File: config.mk
export PLATFORM = sky130hd
export DESIGN_NAME = score_display_scan
export DESIGN_NICKNAME = d
export VERILOG_FILES = /design/src/rtl/score_display_scan.sv
export SDC_FILE = /design/constraint.sdc
export NUM_CORES = 1
export LEC_CHECK = 0
export ABC_AREA = 1
export BUFFER_PORTS_ARGS = -buffer_cell sky130_fd_sc_hd__buf_2
export CAP_MARGIN = 20
export CORE_MARGIN = 3
export CORE_UTILIZATION = 50
export DETAILED_ROUTE_END_ITERATION = 16
export PLACE_DENSITY = 0.73
export SETUP_SLACK_MARGIN = 0.1
export SLEW_MARGIN = 20
export SYNTH_ARGS = -nofsm -noshare
export SYNTH_HDL_FRONTEND = slang
export SYNTH_SLANG_ARGS = --single-unit
export TNS_END_PERCENT = 50
File: constraint.sdc
create_clock -name clk -period 1.7 [get_ports clk]
set_clock_uncertainty 0.05 [all_clocks]
set_input_delay 0.085 -clock clk [delete_from_list [all_inputs] [get_ports clk]]
set_output_delay 0.085 -clock clk [all_outputs]
set_load 0.03 [all_outputs]
File: src/rtl/score_display_scan.sv
// Three-digit multiplexed common-anode seven-segment scanner.
// Captures BCD score digits on a load strobe, scans one digit per refresh
// slot with a blank cycle at the start of each slot, suppresses leading
// zeros and blinks the whole display while game over is asserted.

`ifndef SCORE_DIGIT_SIZE
`define SCORE_DIGIT_SIZE 4
`endif

module score_display_scan #(
  parameter int REFRESH_DIV  = 50000,
  parameter int BLINK_FRAMES = 125
) (
  input  logic                         clk,
  input  logic                         rst_n,
  input  logic [`SCORE_DIGIT_SIZE-1:0] hundreds,
  input  logic [`SCORE_DIGIT_SIZE-1:0] tens,
  input  logic [`SCORE_DIGIT_SIZE-1:0] ones,
  input  logic                         score_load,
  input  logic                         game_over,
  output logic [2:0]                   an,
  output logic [6:0]                   seg,
  output logic                         frame_tick
);

  localparam int DW = `SCORE_DIGIT_SIZE;
  localparam int CW = (REFRESH_DIV > 2) ? $clog2(REFRESH_DIV) : 1;
  localparam int FW = (BLINK_FRAMES > 1) ? $clog2(BLINK_FRAMES + 1) : 1;

  localparam logic [CW-1:0] CNT_LAST   = CW'(REFRESH_DIV - 1);
  localparam logic [FW-1:0] FRAME_LAST = FW'(BLINK_FRAMES - 1);

  localparam logic [2:0] AN_OFF  = 3'b111;
  localparam logic [6:0] SEG_OFF = 7'h7F;

  typedef enum logic [1:0] {
    ONES     = 2'd0,
    TENS     = 2'd1,
    HUNDREDS = 2'd2
  } digit_sel_t;

  logic [CW-1:0] cnt;
  digit_sel_t    idx;
  logic [DW-1:0] snap_h, snap_t, snap_o;
  logic [FW-1:0] frame_cnt;
  logic          blink_on;

  logic wrap;
  logic frame_end;

  assign wrap      = (cnt == CNT_LAST);
  assign frame_end = wrap && (idx == HUNDREDS);

  // Active-low gfedcba pattern; anything outside 0..9 shows a dash.
  function automatic logic [6:0] seg_decode(input logic [DW-1:0] d);
    logic [6:0] s;
    case (d)
      DW'(0):  s = 7'h40;
      DW'(1):  s = 7'h79;
      DW'(2):  s = 7'h24;
      DW'(3):  s = 7'h30;
      DW'(4):  s = 7'h19;
      DW'(5):  s = 7'h12;
      DW'(6):  s = 7'h02;
      DW'(7):  s = 7'h78;
      DW'(8):  s = 7'h00;
      DW'(9):  s = 7'h10;
      default: s = 7'h3F;
    endcase
    return s;
  endfunction

  // Refresh counter, digit index and the registered frame pulse.
  // NOTE: sequential state uses non-blocking assignments so every register
  // samples the pre-edge values of the others, independent of statement order.
  always_ff @(posedge clk or negedge rst_n) begin
    if (!rst_n) begin
      cnt        <= '0;
      idx        <= ONES;
      frame_tick <= 1'b0;
    end else begin
      frame_tick <= frame_end;
      if (wrap) begin
        cnt <= '0;
        case (idx)
          ONES:    idx <= TENS;
          TENS:    idx <= HUNDREDS;
          default: idx <= ONES;
        endcase
      end else begin
        cnt <= cnt + CW'(1);
      end
    end
  end

  // Digit snapshot; the display never looks at the live inputs.
  always_ff @(posedge clk or negedge rst_n) begin
    if (!rst_n) begin
      snap_h <= '0;
      snap_t <= '0;
      snap_o <= '0;
    end else if (score_load) begin
      snap_h <= hundreds;
      snap_t <= tens;
      snap_o <= ones;
    end
  end

  // Blink phase: counts frame ends while game over, idle-clear otherwise.
  always_ff @(posedge clk or negedge rst_n) begin
    if (!rst_n) begin
      frame_cnt <= '0;
      blink_on  <= 1'b1;
    end else if (!game_over) begin
      frame_cnt <= '0;
      blink_on  <= 1'b1;
    end else if (frame_end) begin
      if (frame_cnt == FRAME_LAST) begin
        frame_cnt <= '0;
        blink_on  <= ~blink_on;
      end else begin
        frame_cnt <= frame_cnt + FW'(1);
      end
    end
  end

  logic [DW-1:0] cur_digit;
  logic          blanked;
  logic [2:0]    an_sel;

  // Output decode from registered state only: ghost guard, blink, blanking.
  // NOTE: every signal gets a default first so no path leaves it unassigned,
  // which would otherwise infer a latch.
  always_comb begin
    cur_digit = snap_o;
    blanked   = 1'b0;
    an_sel    = 3'b110;
    case (idx)
      TENS: begin
        cur_digit = snap_t;
        blanked   = (snap_h == '0) && (snap_t == '0);
        an_sel    = 3'b101;
      end
      HUNDREDS: begin
        cur_digit = snap_h;
        blanked   = (snap_h == '0);
        an_sel    = 3'b011;
      end
      default: ;
    endcase

    an  = AN_OFF;
    seg = SEG_OFF;
    if ((cnt != '0) && blink_on && !blanked) begin
      an  = an_sel;
      seg = seg_decode(cur_digit);
    end
  end

endmodule
# Word level (Yosys, flattened, before mapping)
# Memories as Yosys holds them, arrays and structs flattened.
# Cells that the tools add are included.
# classes
mux,13
add_sub_neg,2
eq_ne,6
reduce_logical,10
bitwise_logic,1
# ops
cell,count
7-bit 2-to-1 mux,4
"16-bit by 1-bit adder with 16-bit output, second input constant",1
"16-bit == test, second input constant",1
16-bit 2-to-1 mux,1
16-bit nonzero test,1
4-bit logical NOT,2
4-bit case mux with 2 select lines,1
"7-bit by 1-bit adder with 7-bit output, second input constant",1
"7-bit == test, second input constant",1
3-bit case mux with 2 select lines,1
1-bit logical AND,4
"2-bit by 1-bit inequality test with 1-bit output, second input constant",2
2-bit case mux with 2 select lines,1
1-bit 2-to-1 mux,3
3-bit 2-to-1 mux,1
"2-bit by 1-bit == test with 1-bit output, second input constant",1
"2-bit == test, second input constant",1
2-bit logical NOT,1
1-bit case mux with 2 select lines,1
2-bit AND reduction,1
1-bit logical NOT,1
1-bit inverter,1
# word_totals
mem_count,1
rom_bits,112
register_bits,39
# mem_list
name,words,word_bits,read_ports,rd_clocked_by_memory_dff,write_ports,line_no,rtl
(no name shown),16,7,1,0,0,57,case (d)

# Depth between registers and ports, before layout
# Gate-level depths: netlist (run 1).
# logic_depth
depth_word,6
mapped_depth,10
mapped_depth_nobuf,10

# Least setup slack after synthesis (run 1)
# Ideal clock, no wire load.
# synth_path
path_kind,reg2out
startpoint,register idx[0]
endpoint,output seg[3]
path_stages_with_launch,11
required_ns,1.565
setup_slack_ns,-0.372
path_buffers,0
arrival_ns,1.937
path_cell_list,dfrtp_1 > inv_1 > ha_1 > inv_2 > nand2_1 > o21ai_1 > ha_1 > or2_0 > nand2_1 > nand2_1 > nand2_1
# synth_between
elab_chain_len,5
# synth_lines
item,line_no,rtl
from (decl),43,digit_sel_t idx;
from (signal assigned),79,idx <= ONES;
from (signal assigned),86,ONES: idx <= TENS;
from (signal assigned),87,TENS: idx <= HUNDREDS;
"parallel branches: the longest is 4 deep, another holds memory 16 x 7 bit",-,
7-bit 2-to-1 mux *,154,if ((cnt != '0) && blink_on && !blanked) begin
to (decl),22,"output logic [6:0] seg,"
# Mark *: on every way between the ends.

# Worst setup path in the final report (run 1)
# layout_path
startpoint,register idx[1]
endpoint,output seg[3]
# Same word-level chain as after synthesis.

==> impl_metrics.env, run 1 <==
export IMPL_status="finished with violations"
export IMPL_violations="setup timing"
export IMPL_cp_data_required_time_ns=1.56
export IMPL_grt_antenna_before_repair=0
export IMPL_via_per_inst=5.03
export IMPL_yosys_most_used_dff="dfrtp_1"
export IMPL_cts_tree="done"
export IMPL_dieArea_sq_um=5630
export IMPL_synthesis_nets=357
export IMPL_synth_most_common_cell="nand2_1"
export IMPL_worst_pin_slew_ns=0.489
export IMPL_layout_nets=425
export IMPL_dp_hpwl_mm=3.70
export IMPL_yosys_register_bits=39
export IMPL_drtAntennaViolNets=0
export IMPL_die_w_microns=75.0
export IMPL_grt_remaining_overflow=0
export IMPL_fin_crit_sh_pct=134
export IMPL_powerDensity_nw_per_um2=723
export IMPL_clk_latency_ns=0.31
export IMPL_ir_drop_uv=604
export IMPL_synth_largest_area_cell="dfrtp_1"
export IMPL_synth_area_sq_um=2380
export IMPL_wl_per_cell_microns=12.6
export IMPL_holdWs_ns=0.0549
export IMPL_hold_viol_final=0
export IMPL_cts_root_buf="clkbuf_8"
export IMPL_period_minus_slack_ns=2.28
export IMPL_dp_cells=420
export IMPL_cts_sinks=39
export IMPL_setup_ws_ns=-0.577
export IMPL_power_uw=2380
export IMPL_cts_buffers=5
export IMPL_synth_edff_count=0
export IMPL_htree_levels=2
export IMPL_yosysSeqAreaShare_pct=41.0
export IMPL_synthArstFlopShare_pct=100
export IMPL_drt_iter0_markers=91
export IMPL_finalWirelength_mm=5.71
export IMPL_die_y_microns=75.0
export IMPL_worstPathArrival_ns=2.14
export IMPL_grt_max_degree=40
export IMPL_port_buffers=26
export IMPL_row_count=24
export IMPL_avgSynthCellArea_sq_um=7.22
export IMPL_track_usage_pct=21.0
export IMPL_place_congestion=0.834
export IMPL_vias=2269
export IMPL_synth_area_leaders="dfrtp_1 (40%), nand2_1 (16%), inv_1 (7.7%)"
export IMPL_rsz0062_at_grt="true"
export IMPL_critPathCaptureType="primary output"
export IMPL_drive_above_1_share_pct=29.3
export IMPL_syn2layout_area_growth_pct=38.4
export IMPL_maxSlewViolCount=0
export IMPL_grt_pass1_wl_mm=8.98
export IMPL_dp_slack_ns=-0.323
export IMPL_max_slew_margin_pct=67.4
export IMPL_ys_types=27
export IMPL_maxClockFrequency_mhz=439
export IMPL_final_cells=451
export IMPL_clk_pin_slew_worst_paths_ns=0.08
export IMPL_postSynthCellCount=330
export IMPL_route_detailed_drc=0
export IMPL_cap_violations=0
export IMPL_leakage_uw=0.00163
export IMPL_synth_warnings=0
export IMPL_crit_type="flop to primary output"
export IMPL_synth_commonest_cells="nand2_1 (101), inv_1 (49), dfrtp_1 (38), nor2_1 (38), nand3_1 (25)"
export IMPL_start_util_pct=53.2
export IMPL_grt_pass1_vias=2089
export IMPL_cp_max_fo=7
export IMPL_worstHoldPathType="primary input to flop"
export IMPL_antennaDiodeCount=0
export IMPL_n_fill_cell=311
export IMPL_drt_pass1_iterations=4
export IMPL_clk_path_buf_depth=2
export IMPL_setup_viol=9
export IMPL_synth_top_area_share_pct=39.9
export IMPL_cp_start_kind="flop"
export IMPL_core_area_sq_um=4470
export IMPL_io_pins=27
[cells by family after synthesis]
group           count (synthesis)  synth area share (%)
flops                          39                  41.0
buf+inv                        54                  8.83
fa+ha+maj                      11                  5.78
mux                             4                  1.89
simple gates                  184                  32.8
compound gates                 32                  7.46
xor+xnor                        6                  2.21
[metal layers]
metal	track usage, %	up-vias	wire length [microns]
li1	-	1161	-
met1	26.1	1061	2530
met2	35.2	35	2850
met3	5.07	12	197
met4	7.91	0	121
met5	0	-	0
[metrics by stage]
stage                     utilization [%]  area, sq um  setup TNS, ns
after global placement               62.2         2780          -1.85
final                                73.6         3290          -4.31
after global routing                 73.6         3290          -5.35
after floorplan                         -         2490         -0.464
after CTS                            70.0         3130          -4.91
after detailed placement             62.2         2780          -2.24
[placed cells by master, fill, tap and decap left out, types with 2 or more instances in the layout]
cell and n:
a21oi_1 3, buf_2 16, buf_4 25, buf_6 9
bufinv_16 2, clkbuf_8 5, dfrtp_1 37, dlygate4sd3_1 13
ha_1 5, ha_2 2, ha_4 4, inv_1 46
inv_2 3, mux2_2 4, nand2_1 86, nand2_2 14
nand2_4 6, nand3_1 18, nand3_2 9, nand4_1 3
nor2_1 34, nor2_2 4, nor2_4 2, nor3_1 6
o21ai_0 21, o21ai_1 2, o21ai_4 4, xor2_1 5
[final cells by class]
cell class / instances / area [sq um] / share of cell area (%)
tap: 52 / 65.1 / 1.97
multi-input combinational: 238 / 1410 / 42.9
clock buffer: 5 / 68.8 / 2.09
sequential: 39 / 978 / 29.7
clock inverter: 3 / 67.6 / 2.05
inverter: 51 / 201 / 6.11
timing repair buffer: 63 / 499 / 15.2
[sequential cells by signal (all words and copies together), names as in the netlist]
signal      flops
blink_on        1
cnt            16
frame_cnt       7
frame_tick      1
idx             2
snap_h          4
snap_o          4
snap_t          4
[repair_timing]
item,4_1_cts,5_1_grt
gates resized for setup,23,35
cloned,1,0
hold buffers,13,0
hold endpoints to repair,50,0
endpoints found under the setup margin,10,22
buffers inserted,1,8
pin swaps,6,15
[critical path: stages (launching register included)]
cell     delay [ns]
dfrtp_1        0.39
inv_2          0.09
ha_4           0.35
inv_8          0.06
o21ai_4        0.18
ha_4           0.22
or2_0          0.21
nand2_1        0.07
nand2_2        0.07
nand2_4        0.07
buf_6          0.12
[final timing paths]
path                            from      endpoint  slack [ns]  cells past startpoint
min reg2reg                   cnt[0]        cnt[0]        0.41                      1
min in group asynchronous      rst_n       cnt[15]        0.31                      3
max in group asynchronous      rst_n      blink_on        0.93                      3
min                        game_over      blink_on        0.05                      4
max reg2reg                   cnt[0]  frame_cnt[6]        0.14                      9
max                           idx[1]        seg[3]       -0.58                     10
[where the power goes]
group          total, uW  leakage, uW  switching [uW]  internal, uW
combinational        463      0.00107             265           198
clock                935    0.0000644             350           585
sequential           985     0.000500            22.5           963
Power figures use the tool's default switching activity.
==> run 2, diff against run 1 <==
--- a/config.mk
+++ b/config.mk
@@ -11,6 +11,7 @@
 export CORE_MARGIN = 3
 export CORE_UTILIZATION = 50
 export DETAILED_ROUTE_END_ITERATION = 16
+export MAX_ROUTING_LAYER = met4
 export PLACE_DENSITY = 0.73
 export SETUP_SLACK_MARGIN = 0.1
 export SLEW_MARGIN = 20
==> run 2 against run 1 <==
Net effect: the flow still finishes with violations (setup timing); non-clock buffer count is the same; hold slack gained 0.051 ns; maximum frequency decreased by 0.33%; sequential cell count stayed put; sequential share of layout area down 0.15 points; clock-buffer cell count did not move; critical endpoint unchanged.
==> impl_metrics.env, run 2 (synthesized netlist as in run 1, its figures left out) <==
export IMPL_htree_levels=2
export IMPL_finalWirelength_mm=5.74
export IMPL_top_regs="cnt x16, frame_cnt x7"
export IMPL_track_usage_pct=21.6
export IMPL_swShare_pct=26.9
export IMPL_status="finished with violations"
export IMPL_cp_start_kind="flop"
export IMPL_clk_path_buf_depth=2
export IMPL_layout_nets=425
export IMPL_cts_buffers=5
export IMPL_route_detailed_drc=0
export IMPL_cp_data_required_time_ns=1.56
export IMPL_via_per_inst=5.06
export IMPL_finalSetupTns_ns=-4.35
export IMPL_pwr_share_seq_pct=41.3
export IMPL_die_y_microns=75.0
export IMPL_crit_path_top_delay_cell="dfrtp_1"
export IMPL_clk_pin_slew_worst_paths_ns=0.08
export IMPL_setup_ws_ns=-0.585
export IMPL_wl_per_cell_microns=12.7
export IMPL_drive_above_1_share_pct=29.3
export IMPL_io_pins=27
export IMPL_crit_path_frequent_cell="ha_4"
export IMPL_grt_pass1_vias=2091
export IMPL_cap_violations=0
export IMPL_internal_power_uw=1750
export IMPL_die_w_microns=75.0
export IMPL_start_util_pct=53.2
export IMPL_worstPathArrival_ns=2.15
export IMPL_fin_crit_sh_pct=134
export IMPL_grt_remaining_overflow=0
export IMPL_cts_tree="done"
export IMPL_switchingPower_uw=641
export IMPL_top_register="cnt"
export IMPL_row_count=24
export IMPL_antennaDiodeCount=0
export IMPL_cp_max_fo=7
export IMPL_worstHoldPathType="primary input to flop"
export IMPL_grt_max_degree=40
export IMPL_rsz0062_at_grt="true"
export IMPL_slowest_delay_ns=0.39
export IMPL_dieArea_sq_um=5630
export IMPL_crit_chain="inv_2 -> ha_4 -> inv_8 -> o21ai_4 -> ha_4 -> or2_0 -> nand2_1 -> nand2_2 -> nand2_4 -> buf_6"
export IMPL_worst_pin_slew_ns=0.490
export IMPL_vias=2284
export IMPL_worst_path_buf_inv=3
export IMPL_syn2layout_area_growth_pct=39.0
export IMPL_r2r_slack_ns=0.14
export IMPL_period_minus_slack_ns=2.28
export IMPL_largest_reg_flops=16
export IMPL_place_congestion=0.847
export IMPL_grt_pass1_wl_mm=8.97
export IMPL_pwr_share_clk_pct=39.2
export IMPL_power_uw=2390
export IMPL_dp_hpwl_mm=3.70
export IMPL_cts_root_buf="clkbuf_8"
export IMPL_hold_viol_final=0
export IMPL_crit_type="flop to primary output"
export IMPL_cp_top_family="adder cells"
export IMPL_maxSlewViolCount=0
export IMPL_leakage_uw=0.00163
export IMPL_design_area_sq_um=3310
export IMPL_setup_viol=9
export IMPL_layout_common_cells="nand2_1 (86), inv_1 (46), dfrtp_1 (37)"
export IMPL_violations="setup timing"
export IMPL_max_slew_margin_pct=67.3
export IMPL_combinationalPowerShare_pct=19.5
export IMPL_grt_antenna_before_repair=0
export IMPL_powerDensity_nw_per_um2=721
export IMPL_drt_iter0_markers=121
export IMPL_port_buffers=26
export IMPL_maxClockFrequency_mhz=438
export IMPL_critPathCaptureType="primary output"
export IMPL_placed_area_sq_um=2780
export IMPL_clk_latency_ns=0.31
export IMPL_drt_pass1_iterations=4
export IMPL_core_area_sq_um=4470
export IMPL_cts_sinks=39
export IMPL_final_common_cell="nand2_1"
export IMPL_ir_drop_uv=605
export IMPL_drtAntennaViolNets=0
run 2: cell counts in the layout (fill, tap and decap cells not counted):
No cell type changed its count.
run 2: worst paths after layout:
path | start | to | depth (start not counted)
worst max-delay path | idx[1] | seg[3] | 10
worst min-delay path | game_over | blink_on | 4
worst max register to register | cnt[0] | cnt[8] | 9
worst min register to register | cnt[0] | cnt[0] | 1
max in group asynchronous | rst_n | blink_on | 3
min in group asynchronous | rst_n | cnt[15] | 3
run 2: repair_timing:
action	in CTS	in global routing
endpoints found under the setup margin	10	22
setup buffers	1	8
gates cloned	1	0
hold endpoints to repair	50	0
hold buffers	13	0
pin swaps	6	15
gates resized for setup	23	36
run 2: power groups by stage:
stage               Combinational [uW]  Clock [uW]  Sequential [uW]
CTS                                420         954              984
detailed placement                 353           0             1000
finish                             465         936              986
floorplan                          239           0              996
global placement                   345           0             1000
global route                       507         995              991
run 2: routing by layer:
metal	vias up	wire (microns)	global-route usage [%]
met5	-	0	-
met4	0	122	7.91
met3	14	231	4.94
met2	45	2880	35.2
met1	1065	2510	26.1
li1	1160	-	-
run 2: final cells by class:
class	instances	area, sq um
inverters	51	201
fillers	307	1160
clock inverters	3	67.6
clock buffers	5	68.8
well taps	52	65.1
flip-flops and latches	39	978
multi-input cells	238	1430
repair buffers	63	499
run 2: metrics by stage:
step	std cells	hold slack, ns	setup slack (ns)	utilization [%]
final	451	0.106	-0.585	74.0
after global placement	420	0.120	-0.255	62.2
after detailed placement	420	0.118	-0.323	62.2
after global routing	451	0.133	-0.684	74.0
after floorplan	330	-0.261	-0.114	-
after CTS	443	0.0478	-0.558	70.0
run 2: worst reg2reg max path: stages, from the launching register on:
cell and delay (ns):
dfrtp_1 0.40, buf_4 0.14, ha_2 0.20, nand2_2 0.09
nor2_2 0.04, nand2_2 0.10, nor2_4 0.05, buf_4 0.13
o21ai_0 0.18, a21oi_1 0.07
==> run 3, diff against run 2 <==
--- a/config.mk
+++ b/config.mk
@@ -7,12 +7,11 @@
 export LEC_CHECK = 0
 export ABC_AREA = 1
 export BUFFER_PORTS_ARGS = -buffer_cell sky130_fd_sc_hd__buf_2
-export CAP_MARGIN = 20
 export CORE_MARGIN = 3
-export CORE_UTILIZATION = 50
+export CORE_UTILIZATION = 53
 export DETAILED_ROUTE_END_ITERATION = 16
 export MAX_ROUTING_LAYER = met4
-export PLACE_DENSITY = 0.73
+export PLACE_DENSITY = 0.76
 export SETUP_SLACK_MARGIN = 0.1
 export SLEW_MARGIN = 20
 export SYNTH_ARGS = -nofsm -noshare
==> run 3 against run 2 <==
Net effect: highest routed layer unchanged; the flow still finishes with violations (setup timing); wire length is 7.4% higher; maximum frequency is 1.4% higher; critical path depth stayed put.
==> impl_metrics.env, run 3 (synthesized netlist as in run 1, its figures left out) <==
export IMPL_max_slew_margin_pct=67.1
export IMPL_wl_per_cell_microns=13.9
export IMPL_placed_area_sq_um=2760
export IMPL_crit_path_top_delay_cell="dfrtp_1"
export IMPL_top_regs="cnt x16, frame_cnt x7"
export IMPL_use_met2_pct=40.7
export IMPL_crit_chain="inv_2 -> ha_4 -> inv_8 -> o21ai_4 -> ha_4 -> or2_0 -> nand2_1 -> nand2_2 -> nand2_4 -> buf_6"
export IMPL_cp_start_kind="flop"
export IMPL_grt_antenna_before_repair=0
export IMPL_die_y_microns=73.0
export IMPL_final_common_cell="nand2_1"
export IMPL_die_w_microns=73.0
export IMPL_finalWirelength_mm=6.17
export IMPL_maxClockFrequency_mhz=444
export IMPL_htree_levels=2
export IMPL_drt_iter0_markers=131
export IMPL_dp_cells=416
export IMPL_leakage_uw=0.00165
export IMPL_critPathCaptureType="primary output"
export IMPL_pwr_share_clk_pct=35.3
export IMPL_antennaDiodeCount=0
export IMPL_grt_remaining_overflow=0
export IMPL_worst_path_buf_inv=3
export IMPL_maxSlewViolCount=0
export IMPL_fin_crit_sh_pct=133
export IMPL_powerDensity_nw_per_um2=691
export IMPL_io_pins=27
export IMPL_crit_path_frequent_cell="ha_4"
export IMPL_start_util_pct=57.1
export IMPL_setup_ws_ns=-0.554
export IMPL_cts_sinks=39
export IMPL_grt_pass1_wl_mm=9.74
export IMPL_dieArea_sq_um=5330
export IMPL_layout_nets=421
export IMPL_grt_busiest_layer="met2"
export IMPL_worstPathArrival_ns=2.12
export IMPL_grt_max_degree=40
export IMPL_gr_usage_met1_pct=27.7
export IMPL_drt_pass1_iterations=4
export IMPL_final_cells=445
export IMPL_clk_pin_slew_worst_paths_ns=0.08
export IMPL_largest_reg_flops=16
export IMPL_finalSetupTns_ns=-4.13
export IMPL_utilization_pct=79.3
export IMPL_route_detailed_drc=0
export IMPL_cap_violations=0
export IMPL_drive_above_1_share_pct=29.9
export IMPL_top_register="cnt"
export IMPL_dp_hpwl_mm=3.80
export IMPL_syn2layout_area_growth_pct=38.9
export IMPL_place_congestion=0.923
export IMPL_port_buffers=26
export IMPL_ir_drop_uv=470
export IMPL_violations="setup timing"
export IMPL_cts_tree="done"
export IMPL_setup_viol=9
export IMPL_cts_root_buf="clkbuf_8"
export IMPL_rsz0062_at_grt="true"
export IMPL_holdPathEnd="blink_on"
export IMPL_swShare_pct=28.0
export IMPL_dp_slack_ns=-0.322
export IMPL_cp_max_fo=7
export IMPL_internal_power_uw=1650
export IMPL_clk_path_buf_depth=2
export IMPL_grt_pass1_vias=2268
export IMPL_r2r_start="cnt[0]"
export IMPL_period_minus_slack_ns=2.25
export IMPL_cts_buffers=5
export IMPL_switchingPower_uw=639
export IMPL_worst_pin_slew_ns=0.493
export IMPL_core_area_sq_um=4170
export IMPL_clk_latency_ns=0.30
export IMPL_r2r_slack_ns=0.16
export IMPL_hold_depth=4
export IMPL_track_usage_pct=24.1
export IMPL_cp_top_family="adder cells"
export IMPL_slowest_delay_ns=0.38
export IMPL_cp_data_required_time_ns=1.56
export IMPL_crit_type="flop to primary output"
export IMPL_drtAntennaViolNets=0
export IMPL_via_per_inst=5.16
export IMPL_combinationalPowerShare_pct=21.2
export IMPL_r2r_end="frame_cnt[6]"
export IMPL_vias=2294
export IMPL_design_area_sq_um=3310
export IMPL_ff2ff_path_depth=8
export IMPL_worstHoldPathType="primary input to flop"
export IMPL_use_met3_pct=4.82
export IMPL_status="finished with violations"
export IMPL_row_count=23
export IMPL_hp_start="game_over"
export IMPL_hold_viol_final=0
export IMPL_pwr_share_seq_pct=43.5
export IMPL_layout_common_cells="nand2_1 (83), inv_1 (45), dfrtp_1 (38)"
-- run 3: final cells by class --
cell class | count | area [sq um]
well taps | 50 | 62.6
fillers | 266 | 865
multi-input cells | 238 | 1470
flip-flops and latches | 39 | 977
clock buffers | 6 | 82.6
clock inverters | 2 | 35.0
repair buffers | 59 | 484
inverters | 51 | 201
-- run 3: timing repair --
item / 4_1_cts / 5_1_grt
setup endpoints to repair: 10 / 25
cloned: 1 / 0
pin swaps: 8 / 19
resized for setup: 30 / 39
hold endpoints to repair: 50 / 0
buffers inserted: 1 / 6
hold buffers: 13 / 0
-- run 3: power by group through the flow --
stage	Combinational, uW	Sequential, uW	Clock, uW
after CTS	434	985	826
final	485	993	808
after global routing	521	996	854
after detailed placement	352	1000	0
after floorplan	239	996	0
after global placement	344	1000	0
-- run 3: worst min-delay path: stages --
cell and delay [ns]:
buf_2 0.13, nand2_1 0.08, nand3_2 0.07, nand2_1 0.05
-- run 3: stage by stage --
step | hold WS (ns) | total power (uW)
after floorplan | -0.261 | 1240
after global placement | 0.114 | 1350
after detailed placement | 0.115 | 1350
after CTS | 0.0746 | 2240
after global routing | 0.103 | 2370
final | 0.0807 | 2290
-- run 3: worst max path at each step --
| stage | from | to | slack [ns] | cells after the start |
|---|---|---|---|---|
| floorplan | idx[0] | seg[3] | -0.11 | 9 |
| global placement | idx[1] | seg[5] | -0.25 | 11 |
| detailed placement | idx[0] | seg[5] | -0.32 | 11 |
| CTS | idx[0] | seg[3] | -0.58 | 10 |
| global route | idx[0] | seg[3] | -0.64 | 10 |
| finish | idx[0] | seg[3] | -0.55 | 10 |
-- run 3: metal layers --
metal  part of all wire [%]  up-vias
li1                       -     1157
met1                     41     1071
met2                     54       54
met3                    3.0       12
met4                    1.8        0
met5                      0        -
